### config.mk
export PLATFORM = sky130hd
export DESIGN_NAME = multi_channel_debouncer
export DESIGN_NICKNAME = d
export VERILOG_FILES = /design/src/rtl/multi_channel_debouncer.sv
export SDC_FILE = /design/constraint.sdc
export NUM_CORES = 1
export LEC_CHECK = 0
export BUFFER_PORTS_ARGS = -buffer_cell sky130_fd_sc_hd__buf_4
export CORE_MARGIN = 8
export CORE_UTILIZATION = 55
export CTS_BUF_LIST = sky130_fd_sc_hd__clkbuf_2 sky130_fd_sc_hd__clkbuf_4 sky130_fd_sc_hd__clkbuf_8
export CTS_CLUSTER_DIAMETER = 100
export DETAILED_ROUTE_END_ITERATION = 12
export GPL_TIMING_DRIVEN = 0
export PLACE_DENSITY = 0.72
export SYNTH_ARGS = -nofsm -noshare
export SYNTH_HDL_FRONTEND = slang
export SYNTH_SLANG_ARGS = --single-unit
### constraint.sdc
create_clock -name clk -period 4.7 [get_ports clk]
set_clock_uncertainty 0.15 [all_clocks]
set_input_delay 0.235 -clock clk [delete_from_list [all_inputs] [get_ports clk]]
set_output_delay 0.235 -clock clk [all_outputs]
set_load 0.02 [all_outputs]
### src/rtl/multi_channel_debouncer.sv
// N-channel debouncer: 2-flop sync, per-channel counter, press/release pulses.
// Optional long-press detection enabled by MULTI_DEBOUNCE_LONG_PRESS_EN.
module multi_channel_debouncer #(
  parameter int CHANNELS      = 4,
  parameter int CLK_FREQUENCY = 40_000_000,
  parameter int DEBOUNCE_HZ   = 2,
  parameter int LONG_COUNT    = 3 * (CLK_FREQUENCY / DEBOUNCE_HZ)
) (
  input  logic                clk,
  input  logic                reset,
  input  logic [CHANNELS-1:0] in_buttons,
  output logic [CHANNELS-1:0] level,
  output logic [CHANNELS-1:0] press_pulse,
  output logic [CHANNELS-1:0] release_pulse,
  output logic                any_press,
  output logic [CHANNELS-1:0] long_pulse
);

  localparam int COUNT_VALUE = CLK_FREQUENCY / DEBOUNCE_HZ;
  localparam int CNT_W       = $clog2(COUNT_VALUE + 1);
  localparam logic [CNT_W-1:0] CNT_MAX = CNT_W'(COUNT_VALUE - 1);

  logic [CHANNELS-1:0] sync0_q;
  logic [CHANNELS-1:0] sync1_q;
  logic [CHANNELS-1:0] level_q;
  logic [CHANNELS-1:0] level_d;
  logic [CHANNELS-1:0] press_q;
  logic [CHANNELS-1:0] press_d;
  logic [CHANNELS-1:0] release_q;
  logic [CHANNELS-1:0] release_d;
  logic                any_q;
  logic [CNT_W-1:0]    cnt_q [CHANNELS];
  logic [CNT_W-1:0]    cnt_d [CHANNELS];

  // Count consecutive cycles where sync1 disagrees with the held level
  always_comb begin
    level_d   = level_q;
    press_d   = '0;
    release_d = '0;
    for (int i = 0; i < CHANNELS; i++) begin
      cnt_d[i] = '0;
      if (sync1_q[i] == level_q[i]) begin
        cnt_d[i] = '0;
      end else if (cnt_q[i] == CNT_MAX) begin
        level_d[i]   = sync1_q[i];
        press_d[i]   = sync1_q[i];
        release_d[i] = ~sync1_q[i];
      end else begin
        cnt_d[i] = cnt_q[i] + CNT_W'(1);
      end
    end
  end

  // Synchroniser, counters, level and registered pulses
  always_ff @(posedge clk) begin
    if (reset) begin
      sync0_q   <= '0;
      sync1_q   <= '0;
      level_q   <= '0;
      press_q   <= '0;
      release_q <= '0;
      any_q     <= 1'b0;
      for (int i = 0; i < CHANNELS; i++) cnt_q[i] <= '0;
    end else begin
      sync0_q   <= in_buttons;
      sync1_q   <= sync0_q;
      level_q   <= level_d;
      press_q   <= press_d;
      release_q <= release_d;
      any_q     <= |press_d;
      for (int i = 0; i < CHANNELS; i++) cnt_q[i] <= cnt_d[i];
    end
  end

  assign level         = level_q;
  assign press_pulse   = press_q;
  assign release_pulse = release_q;
  assign any_press     = any_q;

`ifdef MULTI_DEBOUNCE_LONG_PRESS_EN
  localparam int HCNT_W = $clog2(LONG_COUNT + 1);
  localparam logic [HCNT_W-1:0] HCNT_MAX = HCNT_W'(LONG_COUNT);
  localparam logic [HCNT_W-1:0] HCNT_PRE = HCNT_W'(LONG_COUNT - 1);

  logic [HCNT_W-1:0]   hcnt_q [CHANNELS];
  logic [HCNT_W-1:0]   hcnt_d [CHANNELS];
  logic [CHANNELS-1:0] long_q;
  logic [CHANNELS-1:0] long_d;

  // Saturating hold counter; fires once when it reaches LONG_COUNT
  always_comb begin
    long_d = '0;
    for (int i = 0; i < CHANNELS; i++) begin
      hcnt_d[i] = hcnt_q[i];
      if (!level_q[i]) begin
        hcnt_d[i] = '0;
      end else if (hcnt_q[i] != HCNT_MAX) begin
        hcnt_d[i] = hcnt_q[i] + HCNT_W'(1);
        long_d[i] = (hcnt_q[i] == HCNT_PRE);
      end
    end
  end

  // Hold counters and registered long-press pulse
  always_ff @(posedge clk) begin
    if (reset) begin
      long_q <= '0;
      for (int i = 0; i < CHANNELS; i++) hcnt_q[i] <= '0;
    end else begin
      long_q <= long_d;
      for (int i = 0; i < CHANNELS; i++) hcnt_q[i] <= hcnt_d[i];
    end
  end

  assign long_pulse = long_q;
`else
  assign long_pulse = '0;
`endif

endmodule

==> metrics.txt <==
Residual DRC 0; CP Launch Type flip-flop; final WL 11700 um; Diodes inserted 0; Worst R2R Setup Slack 2.21 ns; vias in the first global route 4427; Initial Util 0.563; cells along the critical path ha_1, nand4_2, nand4b_1, o21ai_1, clkbuf_1, nor2_1; final hold vios 0; register area share after synthesis 0.444; P_int 1.54 mW; CP max-delay cell o21ai_1; post-synth top area cell dfxtp_1; antenna viol nets, final 0; Power, Total 1.95 mW; post-layout minimum cycle time 2.49 ns; Die X 116 um; RSZ-0062 raised after global routing no; clk_lat worst skew 0.44 ns; worst relative slew slack 0.652; Synth Instances 631; WL/cell 14.3 um; critical path arrival 2.64 ns; initial antenna violation count 0; non-filler instance count after layout 819; Ports 23; Max Cap Viol 0; layout net count 684; share of cells above drive strength 1 0.111; Netlist cell types 47; placed insts 784; GR Util All Layers 0.189; synthesized area 5450 um^2; Async S/R FF share, synth 0; crit path max fanout 10; TritonCTS Buffers 17; Syn Area/Cell 8.64 um^2; top cells by area, synth dfxtp_1 44%, xnor2_1 4.8%, a21oi_1 4.5%, nor2_1 4.3%, nand3_1 3.3%; pin count of the biggest net entering global routing 17; Clk pwr share 0.457; H-Tree Level Count 4; core area 9680 um^2; switching power of the nets 412 uW; Req. time, crit path 4.85 ns; RePlAce Congestion 0.867; most frequent cells in the layout 121 x dfxtp_1, 62 x nor2_1, 49 x a21oi_1; via count 4758; ys flop type dfxtp_1; total gr overflow 0; Final period util 0.530; Initial DRC Count 382; clk buf depth 2; Synthesis Warnings 0; Setup CP Type flip-flop to flip-flop; clock sinks 121; Multi-input gate area 2850 um^2; I/O Buffers 17; Root Buffer clkbuf_8; PnR worst setup slack 2.21 ns; Seq pwr share 0.528; final setup TNS 0 ns; fmax 401 MHz; Area growth syn-to-layout 13.5%; most common cell after layout, fill and taps aside dfxtp_1; TritonRoute pass-1 iters 5; Max VDD drop 0.260 mV; Post-synth EDFFs 0; worst min path class primary input to flip-flop; Layout fillers 825; Seq cells post-synth 121; Comb pwr share 0.015; status completed; TritonCTS clock tree built; Slew Limit Fails 0; Worst-Margin Slew 0.518 ns; area fraction of the dominant cell type after synthesis 0.444; Worst-path clk slew 0.07 ns; row count 36; CP max stage delay 0.48 ns; Register Area 2420 um^2; Final setup viols 0; nature of the critical path endpoint flip-flop; Die ar. 13400 um^2; vias per inst 5.81; first-pass GRT wire length 20300 um; PD cells 316 nW/um^2; P_leak 1.88 nW; Die Y 116 um; pre-CTS setup slack 2.28 ns; Net Sw Frac 0.211; Post-DP HPWL 8250 um
## power groups by stage
stage	sequential (mW)	clock (mW)	combinational, mW
finish	1.03	0.893	0.0294
global route	1.03	0.964	0.0324
CTS	1.03	0.909	0.0294
detailed placement	1.06	0	0.0267
global placement	1.05	0	0.0262
floorplan	1.05	0	0.0191
## final timing paths
kind              cells after the start          end   startpoint
setup / recovery                      6  cnt_q[2][5]  cnt_q[2][0]
hold / removal                        3  cnt_q[0][1]        reset
setup reg to reg                      6  cnt_q[2][5]  cnt_q[2][0]
hold reg to reg                       1   sync1_q[1]   sync0_q[1]
## metal layers
metal / share of wire / global-route usage / vias up
met5: 0 / 0 / -
li1: - / - / 2386
met1: 0.47 / 0.231 / 2253
met3: 0.048 / 0.0589 / 19
met2: 0.47 / 0.303 / 100
met4: 0.013 / 0.0753 / 0
## stage by stage
stage	util	hold WS [ns]	instance area, um^2
after floorplan	-	0.213	5460
after global placement	0.595	0.272	5760
after detailed placement	0.595	0.279	5760
after CTS	0.639	0.191	6190
after global routing	0.639	0.219	6190
final	0.639	0.204	6190
## worst max-delay path: cells and delay by family, from the launching register on
family	cells	cell delay, ns
AO/OA/AOI/OAI	1	0.48
flip-flops	1	0.40
AND/OR/NAND/NOR	3	0.62
adder cells (fa/ha/maj)	1	0.25
buffers and inverters	1	0.45
## cell usage after synthesis, types with 2 or more instances
master,number
dfxtp_1,121
nor2_1,62
a21oi_1,49
nand2_1,42
nand3_1,36
o21ai_0,30
xnor2_1,30
nand4_1,24
or3_1,24
or4_1,23
xor2_1,19
o31ai_1,16
nor4_1,15
and3_1,14
and4_1,14
nor3_1,14
clkbuf_1,13
inv_1,13
nand2b_1,9
nor2b_1,8
buf_2,7
nor4b_1,7
buf_4,4
ha_1,4
and2_1,3
o21ai_1,3
a21oi_2,2
nand4_2,2
nand4b_1,2
nor4bb_1,2
or2_2,2
or4_4,2
## cell type report
| class | instances | share of cell area |
|---|---|---|
| clock buffer | 24 | 0.0524 |
| multi-input combinational | 473 | 0.460 |
| timing repair buffer | 21 | 0.0271 |
| sequential | 121 | 0.392 |
| tap | 133 | 0.0269 |
| inverter | 13 | 0.00789 |
| clock inverter | 7 | 0.0105 |
| buffer | 27 | 0.0233 |
## registers in the layout (all words and copies together) (netlist names)
register,count
cnt_q,100
level,4
release_pulse,4
sync0_q,4
press_pulse,4
sync1_q,4
any_press,1
## cell families after synthesis
| group | share of synthesized area |
|---|---|
| AOI/OAI and AO/OA | 0.105 |
| xor gates and xnor gates | 0.0787 |
| adders and majority gates | 0.00918 |
| buffers and inverters | 0.0353 |
| DFF | 0.444 |
| other | 0.000688 |
| and+or+nand+nor | 0.327 |
## what timing repair did
item                                   4_1_cts  5_1_grt
buffers inserted                             0        0
hold buffers                                 4        0
endpoints found under the hold margin        4        0
resized for setup                            0        0
Note: power is estimated with default switching activity, not from simulation.
